--- config.mk ---
export PLATFORM = sky130hd
export DESIGN_NAME = conduit_arbiter
export DESIGN_NICKNAME = d
export VERILOG_FILES = /design/src/rtl/conduit_arbiter.sv
export SDC_FILE = /design/constraint.sdc
export NUM_CORES = 1
export LEC_CHECK = 0
export ABC_AREA = 1
export CORE_MARGIN = 2
export CORE_UTILIZATION = 41
export DETAILED_ROUTE_END_ITERATION = 10
export HOLD_SLACK_MARGIN = 0.1
export PLACE_DENSITY = 0.81
export SYNTH_ARGS = -nofsm -noshare
export SYNTH_HDL_FRONTEND = slang
export SYNTH_SLANG_ARGS = --single-unit
--- constraint.sdc ---
create_clock -name pclk -period 2.4 [get_ports pclk]
set_input_delay 0.48 -clock pclk [delete_from_list [all_inputs] [get_ports pclk]]
set_output_delay 0.48 -clock pclk [all_outputs]
set_load 0.005 [all_outputs]
--- src/rtl/conduit_arbiter.sv ---
// Two-master round-robin arbiter for a single register-file conduit.
// One slave transaction is outstanding at a time; a silent slave is answered with a forced error.
module conduit_arbiter #(
    parameter int D_WIDTH = 32,
    parameter int A_WIDTH = 12,
    parameter int TIMEOUT = 16
) (
    input  logic                   pclk,
    input  logic                   presetn,
    input  logic                   m0_wr,
    input  logic                   m0_rd,
    input  logic [A_WIDTH-1:0]     m0_waddr,
    input  logic [A_WIDTH-1:0]     m0_raddr,
    input  logic [D_WIDTH-1:0]     m0_wdata,
    input  logic [D_WIDTH/8-1:0]   m0_wbyte_enable,
    output logic                   m0_wr_ack,
    output logic                   m0_read_valid,
    output logic                   m0_slv_error,
    output logic [D_WIDTH-1:0]     m0_rdata,
    input  logic                   m1_wr,
    input  logic                   m1_rd,
    input  logic [A_WIDTH-1:0]     m1_waddr,
    input  logic [A_WIDTH-1:0]     m1_raddr,
    input  logic [D_WIDTH-1:0]     m1_wdata,
    input  logic [D_WIDTH/8-1:0]   m1_wbyte_enable,
    output logic                   m1_wr_ack,
    output logic                   m1_read_valid,
    output logic                   m1_slv_error,
    output logic [D_WIDTH-1:0]     m1_rdata,
    output logic                   s_wr,
    output logic                   s_rd,
    output logic [A_WIDTH-1:0]     s_waddr,
    output logic [A_WIDTH-1:0]     s_raddr,
    output logic [D_WIDTH-1:0]     s_wdata,
    output logic [D_WIDTH/8-1:0]   s_wbyte_enable,
    output logic [D_WIDTH/8-1:0]   s_rbyte_enable,
    output logic                   s_rd_ack,
    input  logic                   s_wr_ack,
    input  logic                   s_read_valid,
    input  logic                   s_slv_error,
    input  logic [D_WIDTH-1:0]     s_rdata,
    output logic [1:0]             overrun
);
    localparam int B_WIDTH = D_WIDTH / 8;
    localparam int T_WIDTH = $clog2(TIMEOUT) + 1;
    localparam logic [T_WIDTH-1:0] T_LAST = T_WIDTH'(TIMEOUT - 1);

    typedef enum logic [1:0] {ST_IDLE = 2'd0, ST_ISSUE = 2'd1, ST_WAIT = 2'd2} state_t;

    state_t               r_state;
    logic [1:0]           r_pending;
    logic [1:0]           r_is_wr;
    logic [1:0]           r_overrun;
    logic                 r_owner;
    logic                 r_last;
    logic [T_WIDTH-1:0]   r_timer;
    logic [A_WIDTH-1:0]   r_addr  [2];
    logic [D_WIDTH-1:0]   r_wdata [2];
    logic [B_WIDTH-1:0]   r_be    [2];

    logic [1:0]           w_wr, w_rd, w_req, w_accept, w_drop, w_clear;
    logic [A_WIDTH-1:0]   w_waddr [2];
    logic [A_WIDTH-1:0]   w_raddr [2];
    logic [D_WIDTH-1:0]   w_wdata [2];
    logic [B_WIDTH-1:0]   w_be    [2];
    logic                 w_active, w_own_wr, w_resp, w_forced, w_done;
    logic                 w_err, w_ack, w_rv, w_grant;

    assign w_wr       = {m1_wr, m0_wr};
    assign w_rd       = {m1_rd, m0_rd};
    assign w_waddr[0] = m0_waddr;
    assign w_waddr[1] = m1_waddr;
    assign w_raddr[0] = m0_raddr;
    assign w_raddr[1] = m1_raddr;
    assign w_wdata[0] = m0_wdata;
    assign w_wdata[1] = m1_wdata;
    assign w_be[0]    = m0_wbyte_enable;
    assign w_be[1]    = m1_wbyte_enable;

    // Only the owner's own response type (or an error) ends a transaction.
    assign w_active = (r_state != ST_IDLE);
    assign w_own_wr = r_is_wr[r_owner];
    assign w_resp   = w_active & (s_slv_error | (w_own_wr ? s_wr_ack : s_read_valid));
    assign w_forced = (r_state == ST_WAIT) & (r_timer == T_LAST) & ~w_resp;
    assign w_done   = w_resp | w_forced;
    assign w_err    = w_active & (s_slv_error | w_forced);
    assign w_ack    = w_active & w_own_wr & s_wr_ack & ~s_slv_error;
    assign w_rv     = w_active & ~w_own_wr & s_read_valid & ~s_slv_error;
    assign w_clear  = {w_done & r_owner, w_done & ~r_owner};

    // A requester may re-arm in the very cycle its own transaction completes.
    assign w_req       = w_wr | w_rd;
    assign w_accept[0] = w_req[0] & (~r_pending[0] | w_clear[0]);
    assign w_accept[1] = w_req[1] & (~r_pending[1] | w_clear[1]);
    assign w_drop      = (w_wr & w_rd) | (w_req & ~w_accept);
    assign w_grant     = (&r_pending) ? ~r_last : r_pending[1];

    // Request capture, per-requester field latches and sticky overrun flags
    always_ff @(posedge pclk or negedge presetn) begin
        if (!presetn) begin
            r_pending <= 2'b00;
            r_is_wr   <= 2'b00;
            r_overrun <= 2'b00;
            for (int n = 0; n < 2; n++) begin
                r_addr[n]  <= {A_WIDTH{1'b0}};
                r_wdata[n] <= {D_WIDTH{1'b0}};
                r_be[n]    <= {B_WIDTH{1'b0}};
            end
        end else begin
            r_pending <= (r_pending & ~w_clear) | w_accept;
            r_overrun <= r_overrun | w_drop;
            for (int n = 0; n < 2; n++) begin
                if (w_accept[n]) begin
                    r_is_wr[n] <= w_wr[n];
                    r_addr[n]  <= w_wr[n] ? w_waddr[n] : w_raddr[n];
                    r_wdata[n] <= w_wdata[n];
                    r_be[n]    <= w_be[n];
                end
            end
        end
    end

    // Transaction FSM: grant, one-cycle issue, wait with timeout
    always_ff @(posedge pclk or negedge presetn) begin
        if (!presetn) begin
            r_state <= ST_IDLE;
            r_owner <= 1'b0;
            r_last  <= 1'b1;
            r_timer <= {T_WIDTH{1'b0}};
        end else begin
            case (r_state)
                ST_IDLE: begin
                    if (|r_pending) begin
                        r_owner <= w_grant;
                        r_last  <= w_grant;
                        r_timer <= {T_WIDTH{1'b0}};
                        r_state <= ST_ISSUE;
                    end
                end
                ST_ISSUE, ST_WAIT: begin
                    if (w_done) begin
                        r_timer <= {T_WIDTH{1'b0}};
                        r_state <= ST_IDLE;
                    end else begin
                        r_timer <= r_timer + T_WIDTH'(1);
                        r_state <= ST_WAIT;
                    end
                end
                default: begin
                    r_timer <= {T_WIDTH{1'b0}};
                    r_state <= ST_IDLE;
                end
            endcase
        end
    end

    assign s_wr           = (r_state == ST_ISSUE) & w_own_wr;
    assign s_rd           = (r_state == ST_ISSUE) & ~w_own_wr;
    assign s_waddr        = (w_active & w_own_wr)  ? r_addr[r_owner]  : {A_WIDTH{1'b0}};
    assign s_raddr        = (w_active & ~w_own_wr) ? r_addr[r_owner]  : {A_WIDTH{1'b0}};
    assign s_wdata        = (w_active & w_own_wr)  ? r_wdata[r_owner] : {D_WIDTH{1'b0}};
    assign s_wbyte_enable = (w_active & w_own_wr)  ? r_be[r_owner]    : {B_WIDTH{1'b0}};
    assign s_rbyte_enable = {B_WIDTH{1'b1}};
    assign s_rd_ack       = w_active & ~w_own_wr & s_read_valid;
    assign overrun        = r_overrun;

    assign m0_wr_ack     = w_ack & ~r_owner;
    assign m0_read_valid = w_rv  & ~r_owner;
    assign m0_slv_error  = w_err & ~r_owner;
    assign m0_rdata      = (w_rv & ~r_owner) ? s_rdata : {D_WIDTH{1'b0}};
    assign m1_wr_ack     = w_ack & r_owner;
    assign m1_read_valid = w_rv  & r_owner;
    assign m1_slv_error  = w_err & r_owner;
    assign m1_rdata      = (w_rv & r_owner) ? s_rdata : {D_WIDTH{1'b0}};
endmodule
==> impl_results.md, run 1 <==
* Antenna-violating nets left at 0
* Die area at 15800 sq um
* WL per Instance at 16.8 um
* # DRC at 0
* Slowest cell on the critical path: dfrtp_1
* Max cap viols at 0
* Area Growth Syn to Fin at 61.9%
* R2r setup slk at 0.27 ns
* Critical Path RT at 1.92 ns
* EDFF count, synth at 0
* Setup CP Type: reg -> out
* Cell Count, Final, Fillers Out at 1379
* Mapped Area at 6090 sq um
* Initial DRT Pass Iterations at 5
* Critical path arrival at 2.11 ns
* Via count at 7065
* Period utilization at 108%
* Placed insts at 1330
* Pleak at 5.35 nW
* DP HPWL at 15900 um
* Vias per cell at 5.12
* Seq/Total Area, Yosys at 45.7%
* Largest net degree at the start of global routing at 65
* Final Hold Slack at 0.472 ns
* Setup crit end kind: output pin
* Nets at 1351
* Worst Setup SP: r_state[0]
* Global-route wire length before repair at 35800 um
* IR drop worst, VDD at 0.647 mV
* Critical path launch point type: register
* Cell depth of the worst setup path at 12
* DR iter-0 viols at 509
* Final setup violation count at 63
* Vias in the first global route at 6821
* Worst R2R Path Depth at 12
* Violated checks: negative setup slack
* GP Congestion at 0.836
* Total GRT Usage at 28.6%
* CTS Buffer Depth at 2
* Slew Viols, Final at 0
* Crit path largest cell delay at 0.37 ns
* Layout cell share with drive strength beyond 1 at 18.8%
* Footprint of the multi-input gates at 3040 sq um
* Setup WS post-layout at -0.190 ns
* Number of synthesized register bits at 111
* Min Tclk post-route at 2.59 ns
* RR Endpoint: r_wdata[5]
* Storage element area at 2780 sq um
* Skew final at 0.00871 ns
* Syn Inst Count at 872
* CP max FO at 6
* CP top delay family: buffers and inverters
* Die H at 126 um
* Core area at 14500 sq um
* # rows at 44
* F_max at 386 MHz
* CTS buffer count at 9
* WL final at 23200 um
* Power Dens Cells at 1100 nW/um^2
* RSZ-0062 raised after global routing: true
* CTS tree: done
* Antenna violations before repair at 6
* Crit path capture: m1_rdata[0]
* Status: finished with violations
* Ys flop type: dfrtp_1
* Mean post-synth cell area at 6.98 sq um
* Worst R2R Start: r_timer[1]
* CP cell instances: inv_2, ha_4, inv_2, nand4_1, inv_1, nand2_2, nor2_4, clkinv_4, buf_12, buf_12, nor2_4, buf_2
* Final hold vios at 0
* H-tree depth at 3
* Worst hold-check path type: reg -> reg
* FFs w/ async S/R, synth at 100%
* Clock Pin Slew Worst Setup and Hold Paths at 0.07 ns
* Fillers at 1232
* IO Pins at 300
* Clk sinks at 111
* Starting Density at 41.9%
* Clock insertion delay at the later pin of the skew report at 0.36 ns
* Root Driver: clkbuf_16
* Die width at 126 um
* Synth warn at 0
* Total gr overflow at 0
* WP buf/inv at 7
* IO buf count at 295
* Post-synthesis cell type count at 23
==> repair_timing <==
| action | in CTS | in global routing |
|---|---|---|
| hold endpoints to repair | 24 | 0 |
| endpoints found under the setup margin | 131 | 83 |
| hold buffers | 1 | 0 |
| cloned | 6 | 0 |
| pin swaps | 7 | 8 |
| buffers inserted | 17 | 6 |
| resized for setup | 385 | 53 |
==> layout make-up <==
| type | count | share of cell area, % |
|---|---|---|
| Antenna cell | 6 | 0.152 |
| Clock buffer | 10 | 2.43 |
| Clock inverter | 6 | 0.660 |
| Inverter | 51 | 1.99 |
| Multi-Input combinational cell | 652 | 30.8 |
| Sequential cell | 111 | 28.2 |
| Tap cell | 184 | 2.34 |
| Timing Repair Buffer | 359 | 33.4 |
==> per-stage QoR <==
stage / power, mW / instance area, sq um / TNS (ns) / setup WS, ns / util [%]
floorplan: 6.16 / 6100 / 0 / 0.388 / -
finish: 10.8 / 9850 / -5.82 / -0.190 / 67.8
CTS: 10.7 / 9790 / -3.14 / -0.131 / 67.4
global placement: 8.61 / 9370 / -23.48 / -0.412 / 64.5
global route: 11.5 / 9850 / -10.40 / -0.251 / 67.8
detailed placement: 8.77 / 9370 / -25.45 / -0.449 / 64.5
==> state kept, by name, summed over array words and instances (netlist names) <==
| register | cells |
|---|---|
| r_last | 1 |
| r_timer | 5 |
| overrun | 2 |
| r_is_wr | 2 |
| r_be | 8 |
| r_owner | 1 |
| r_pending | 2 |
| r_wdata | 64 |
| r_state | 2 |
| r_addr | 24 |
==> synthesized netlist by cell type (2+ instances only) <==
cell type,count,area share [%]
dfrtp_1,110,45
nand4_1,3,0.31
inv_1,49,3.0
buf_4,5,0.62
buf_6,5,0.93
mux2i_1,12,2.0
ha_1,6,1.2
clkbuf_1,21,1.3
nand3_1,103,8.5
a21oi_1,44,3.6
buf_2,26,2.1
nand2_1,365,23
nand2_2,6,0.62
buf_1,4,0.25
nor2_1,100,6.2
inv_2,2,0.12
o21ai_0,4,0.33
nand3_2,2,0.33
==> worst min path at each step <==
stage / startpoint / endpoint / slack, ns / depth (start not counted)
floorplan: presetn / overrun[0] / 0.18 / 0
global placement: presetn / r_wdata[14] / 0.43 / 1
detailed placement: presetn / r_wdata[14] / 0.44 / 1
CTS: r_be[0] / r_be[0] / 0.48 / 2
global route: r_wdata[21] / r_wdata[21] / 0.49 / 2
finish: r_wdata[55] / r_wdata[55] / 0.47 / 2
==> worst min-delay path: stages, from the launching register on <==
cell	delay [ns]
dfrtp_1	0.34
nand2_1	0.05
nand2_1	0.05
==> per-layer routing <==
layer  global-route usage, %  wire [um]  vias to the layer above
met4                    12.1        788                        0
li1                        -          -                     3327
met3                    5.90       1610                       42
met2                    51.5      12100                      308
met5                       0          0                        -
met1                    33.1       8710                     3388
==> cells in the final DEF (no fill, tap or decap), types with 22 or more instances in the layout <==
cell	n
nor2_1	68
nand2_1	359
a21oi_1	40
buf_4	38
nand3_1	103
clkdlybuf4s50_1	162
dlygate4sd2_1	50
nor2_2	22
buf_2	65
inv_1	45
dfrtp_1	109
==> kinds of logic after synthesis <==
logic type      count (synthesis)  synth area share, %
compound gates                 48                 3.95
xor+xnor                        1                0.144
mux                            12                 1.97
other cells                     1               0.0616
flops                         111                 45.7
buf+inv                       112                 8.37
simple gates                  581                 38.6
fa+ha+maj                       6                 1.23
==> report_power, final <==
part	total, mW	switching, mW	internal [mW]
Combinational	5.98	3.34	2.63
Sequential	3.27	0.521	2.75
Clock	1.55	0.708	0.843
Total	10.8	4.57	6.23
Power figures use the tool's default switching activity.
==> run 2: changes to the inputs <==
--- a/config.mk
+++ b/config.mk
@@ -10,7 +10,9 @@
 export CORE_UTILIZATION = 41
 export DETAILED_ROUTE_END_ITERATION = 10
 export HOLD_SLACK_MARGIN = 0.1
+export MAX_ROUTING_LAYER = met4
 export PLACE_DENSITY = 0.81
+export SETUP_SLACK_MARGIN = 0.2
 export SYNTH_ARGS = -nofsm -noshare
 export SYNTH_HDL_FRONTEND = slang
 export SYNTH_SLANG_ARGS = --single-unit
==> constraint.sdc (replaced) <==
create_clock -name pclk -period 2.4 [get_ports pclk]
set_input_delay 0.24 -clock pclk [delete_from_list [all_inputs] [get_ports pclk]]
set_output_delay 0.24 -clock pclk [all_outputs]
set_load 0.005 [all_outputs]
==> run 2 against run 1 <==
The run now ends clean; power rose by 5.0%; sequential power barely moved; setup slack improved by 0.30 ns; critical endpoint is now m1_rdata[20]; critical path depth did not move; cell count barely moved; sequential share of layout area fell by 0.76 points; critical path type unchanged.
==> impl_results.md, run 2 (synthesized netlist as in run 1, its figures left out) <==
* WL per Instance at 17.8 um
* Final hold vios at 0
* GP Congestion at 0.851
* Largest net degree at the start of global routing at 51
* Slowest cell on the critical path: dfrtp_1
* Final core area utilization at 69.7%
* IR drop worst, VDD at 0.536 mV
* Initial DRT Pass Iterations at 5
* Critical path launch point type: register
* Worst R2R Start: r_state[0]
* Top reg by flops: r_wdata
* Setup CP Type: reg -> out
* Comb pwr share at 57.5%
* Slew Viols, Final at 0
* Critical Path RT at 2.16 ns
* Crit path largest cell delay at 0.37 ns
* Setup crit end kind: output pin
* Vias in the first global route at 6714
* Top Registers: r_wdata (64), r_addr (24), r_be (8)
* F_max at 437 MHz
* Setup TNS at 0 ns
* Total gr overflow at 0
* Die H at 126 um
* CTS buffer count at 9
* Worst hold-check path type: in -> async
* Clock Pin Slew Worst Setup and Hold Paths at 0.08 ns
* Skew final at 0.0126 ns
* WL final at 24500 um
* Critical path arrival at 2.05 ns
* Nets at 1353
* DR iter-0 viols at 522
* CTS tree: done
* Root Driver: clkbuf_16
* Min Tclk post-route at 2.29 ns
* Die width at 126 um
* Worst R2R Path Depth at 15
* Period utilization at 95.3%
* Global-route wire length before repair at 35900 um
* Via count at 7059
* Total GRT Usage at 29.8%
* CP cell instances: inv_2, ha_4, inv_4, nand4_1, inv_1, nand2_2, nor2_4, inv_4, buf_12, buf_12, nor2_1, buf_2
* H-tree depth at 3
* Max FFs per register at 64
* Antenna-violating nets left at 0
* Clk sinks at 111
* RSZ-0062 raised after global routing: true
* Area Growth Syn to Fin at 66.4%
* Antenna violations before repair at 4
* Worst Setup SP: r_state[1]
* IO Pins at 300
* Die area at 15800 sq um
* Internal at 6.51 mW
* # rows at 44
* Most frequent cells in the layout: nand2_1 (359), clkdlybuf4s50_1 (166), dfrtp_1 (109)
* IO buf count at 295
* R2r setup slk at 0.20 ns
* Most common cell after layout, fill and taps aside: nand2_1
* Layout cell share with drive strength beyond 1 at 17.1%
* Register share of total power at 28.8%
* Slew HR at 62.8%
* Power Dens Cells at 1120 nW/um^2
* Switching part of the total at 42.6%
* Max cap viols at 0
* Clock insertion delay at the later pin of the skew report at 0.36 ns
* CP max FO at 8
* Final setup violation count at 0
* Worst-Margin Slew at 0.557 ns
* Status: completed
* Pleak at 5.56 nW
* Starting Density at 41.9%
* Crit path capture: m1_rdata[20]
* Psw at 4.82 mW
* Clk network pwr share at 13.7%
* # DRC at 0
* RR Endpoint: r_wdata[37]
* Vias per cell at 5.12
* Core area at 14500 sq um
* CTS Buffer Depth at 2
* DP HPWL at 15700 um
run 2: timing repair:
item,4_1_cts,5_1_grt
buffers inserted,15,8
resized for setup,255,120
gates cloned,6,7
hold endpoints to repair,32,0
endpoints found under the setup margin,130,190
pin swaps,4,6
hold buffers,1,0
run 2: power by group through the flow:
stage | combinational [mW] | sequential (mW) | clock (mW)
4_1_cts | 5.74 | 3.22 | 1.56
3_5_place_dp | 5.34 | 3.24 | 0
2_1_floorplan | 3.05 | 3.11 | 0
3_3_place_gp | 5.24 | 3.22 | 0
6_report | 6.52 | 3.27 | 1.55
5_1_grt | 7.10 | 3.35 | 1.63
run 2: worst min-delay path by stage:
stage	startpoint	end
after CTS	presetn	r_wdata[4]
after global placement	presetn	r_wdata[41]
final	presetn	r_wdata[4]
after floorplan	presetn	overrun[0]
after global routing	presetn	r_wdata[4]
after detailed placement	presetn	r_wdata[4]
run 2: critical path: cells and delay by family (launching register included):
family | cells | cell delay [ns]
AND/OR/NAND/NOR | 4 | 0.42
adder cells (fa/ha/maj) | 1 | 0.16
flip-flops | 1 | 0.37
buffers and inverters | 7 | 0.72
run 2: through the flow:
stage	setup WS, ns	instances	power [mW]	instance area [sq um]	hold WS [ns]
global placement	0.0665	1322	8.46	9290	0.237
floorplan	0.550	875	6.16	6100	-0.0556
CTS	0.0420	1359	10.5	9830	0.399
global route	0.0237	1378	12.1	10100	0.424
finish	0.113	1378	11.3	10100	0.379
detailed placement	0.00492	1322	8.58	9290	0.232
run 2: cell type report:
class / instances / area, sq um
Fill cell: 1175 / 4410
Clock inverter: 5 / 63.8
Sequential cell: 111 / 2780
Inverter: 51 / 199
Timing Repair Buffer: 361 / 3580
Multi-Input combinational cell: 652 / 3020
Antenna cell: 4 / 10.0
Tap cell: 184 / 230
Clock buffer: 10 / 239
run 2: layer usage:
metal | vias to the layer above | share of wire [%] | global-route usage [%]
met3 | 76 | 6.5 | 4.42
li1 | 3333 | - | -
met2 | 353 | 50 | 49.3
met4 | 0 | 5.2 | 15.6
met1 | 3297 | 39 | 35.4
met5 | - | 0 | -
==> run 3: changes to the inputs <==
--- a/config.mk
+++ b/config.mk
@@ -9,6 +9,7 @@
 export CORE_MARGIN = 2
 export CORE_UTILIZATION = 41
 export DETAILED_ROUTE_END_ITERATION = 10
+export GPL_TIMING_DRIVEN = 0
 export HOLD_SLACK_MARGIN = 0.1
 export MAX_ROUTING_LAYER = met4
 export PLACE_DENSITY = 0.81
==> run 3 against run 2 <==
Die area stayed put; sequential cell count stayed put; setup slack worse by 0.016 ns; largest cell class unchanged; clock-buffer cell count is 1 higher; critical path depth stayed put; routed wire length is 5.2% higher; global-route usage is 0.88 points higher; clock skew is 0.0039 ns lower; highest routed layer unchanged.
==> impl_results.md, run 3 (synthesized netlist as in run 1, its figures left out) <==
* Met1 GRT Util at 35.5%
* WL final at 25800 um
* Critical path arrival at 2.06 ns
* Register share of total power at 27.7%
* Slew Viols, Final at 0
* GP Congestion at 0.856
* Final setup violation count at 0
* Total gr overflow at 0
* Final hold vios at 0
* Switching part of the total at 42.7%
* Status: completed
* Die area at 15800 sq um
* # DRC at 0
* Period utilization at 96.0%
* Met3 Use GR at 6.20%
* Via count at 7406
* Die H at 126 um
* RSZ-0062 raised after global routing: true
* Min Tclk post-route at 2.30 ns
* Clock insertion delay at the later pin of the skew report at 0.36 ns
* Design area at 10500 sq um
* Skew final at 0.00868 ns
* Vias per cell at 5.18
* Top Registers: r_wdata (64), r_addr (24), r_be (8)
* Area Growth Syn to Fin at 72.9%
* Core area at 14500 sq um
* Clk sinks at 111
* Setup CP Type: reg -> out
* Total GRT Usage at 30.7%
* Critical Path RT at 2.16 ns
* Most frequent cells in the layout: nand2_1 (359), clkdlybuf4s50_1 (163), dfrtp_1 (110)
* IR drop worst, VDD at 0.540 mV
* Antenna violations before repair at 5
* Nets at 1403
* Antenna-violating nets left at 0
* Max cap viols at 0
* Die width at 126 um
* DR iter-0 viols at 513
* Slew HR at 45.6%
* Grt peak-use layer: met2
* IO Pins at 300
* H-tree depth at 3
* Clock Pin Slew Worst Setup and Hold Paths at 0.08 ns
* Global-route wire length before repair at 36700 um
* Critical path launch point type: register
* Root Driver: clkbuf_16
* Grt met2 use at 50.7%
* Pleak at 5.56 nW
* CTS tree: done
* Vias in the first global route at 6777
* # rows at 44
* Max FFs per register at 64
* Largest net degree at the start of global routing at 62
* Starting Density at 41.9%
* Worst hold-check path type: in -> reg
* Clk network pwr share at 13.7%
* Top reg by flops: r_wdata
* CTS Buffer Depth at 2
* Initial DRT Pass Iterations at 5
* Internal at 6.75 mW
* Comb pwr share at 58.6%
* Post-DP Area at 9310 sq um
* Setup crit end kind: output pin
* Power Dens Cells at 1120 nW/um^2
* IO buf count at 295
* CP max FO at 5
* Final Power at 11.8 mW
* Worst-Margin Slew at 0.816 ns
* Psw at 5.03 mW
* WL per Instance at 18.0 um
* DP HPWL at 17400 um
* Layout cell share with drive strength beyond 1 at 24.3%
* F_max at 434 MHz
* CTS buffer count at 9
* Most common cell after layout, fill and taps aside: nand2_1
[run 3: cell count changes in the layout (fill, tap and decap cells not counted), sizes merged]
cell and delta:
bufbuf -2, inv -1, dlymetal6s2s -9, diode +1, dlygate4sd2 -24, clkinv +2, buf +66, clkbuf +22
clkinvlp -1, clkdlybuf4s15 +1, clkdlybuf4s50 -3
[run 3: per-layer routing]
| metal | vias up | share of wire [%] |
|---|---|---|
| met5 | - | 0 |
| met4 | 0 | 5.2 |
| met3 | 65 | 7.7 |
| met2 | 396 | 51 |
| met1 | 3493 | 36 |
| li1 | 3452 | - |
[run 3: critical path: stages, from the launching register on]
cell	delay, ns
dfrtp_1	0.39
inv_2	0.07
ha_4	0.17
inv_4	0.05
nand4_1	0.13
inv_2	0.13
nand2_4	0.07
nor2_4	0.14
inv_4	0.07
buf_12	0.13
clkbuf_16	0.15
nor2_4	0.09
buf_2	0.11
[run 3: power by group through the flow]
| stage | Sequential (mW) | Combinational [mW] | Clock (mW) |
|---|---|---|---|
| 2_1_floorplan | 3.11 | 3.05 | 0 |
| 3_3_place_gp | 3.21 | 5.27 | 0 |
| 3_5_place_dp | 3.22 | 5.41 | 0 |
| 4_1_cts | 3.21 | 5.82 | 1.62 |
| 5_1_grt | 3.34 | 7.46 | 1.68 |
| 6_report | 3.26 | 6.90 | 1.61 |
[run 3: through the flow]
step                util (%)  setup TNS (ns)  worst slack (ns)  instances  hold slack (ns)
floorplan                  -               0             0.550        875          -0.0556
global placement        63.9         -364.56             -3.24       1354            0.453
detailed placement      64.0          -11.18            -0.230       1355            0.376
CTS                     67.9               0            0.0549       1404            0.431
global route            72.4         -0.0307           -0.0114       1430            0.436
finish                  72.4               0            0.0963       1430            0.433
[run 3: repair_timing]
action / CTS / global route
resized for setup: 394 / 236
hold buffers: 1 / 0
gates cloned: 6 / 4
buffers inserted: 27 / 17
pin swaps: 7 / 17
endpoints found under the hold margin: 60 / 0
setup endpoints to repair: 154 / 192
[run 3: worst paths after layout]
path	startpoint	endpoint	slack (ns)	cells after the start
min in group asynchronous	presetn	r_wdata[14]	0.51	2
hold / removal	m1_wdata[11]	r_wdata[11]	0.43	3
setup reg to reg	r_timer[0]	r_state[1]	0.13	11
max in group asynchronous	presetn	r_last	1.12	3
hold reg to reg	overrun[0]	overrun[0]	0.47	2
setup / recovery	r_state[1]	m1_rdata[6]	0.1	12
[run 3: area by class of cell]
cell class | instances | area [sq um]
Fill cell | 1109 | 4010
Timing Repair Buffer | 351 | 3190
Antenna cell | 5 | 12.5
Multi-Input combinational cell | 652 | 3270
Inverter | 51 | 204
Sequential cell | 111 | 2780
Clock buffer | 11 | 253
Clock inverter | 5 | 63.8
Buffer | 60 | 526
Tap cell | 184 | 230
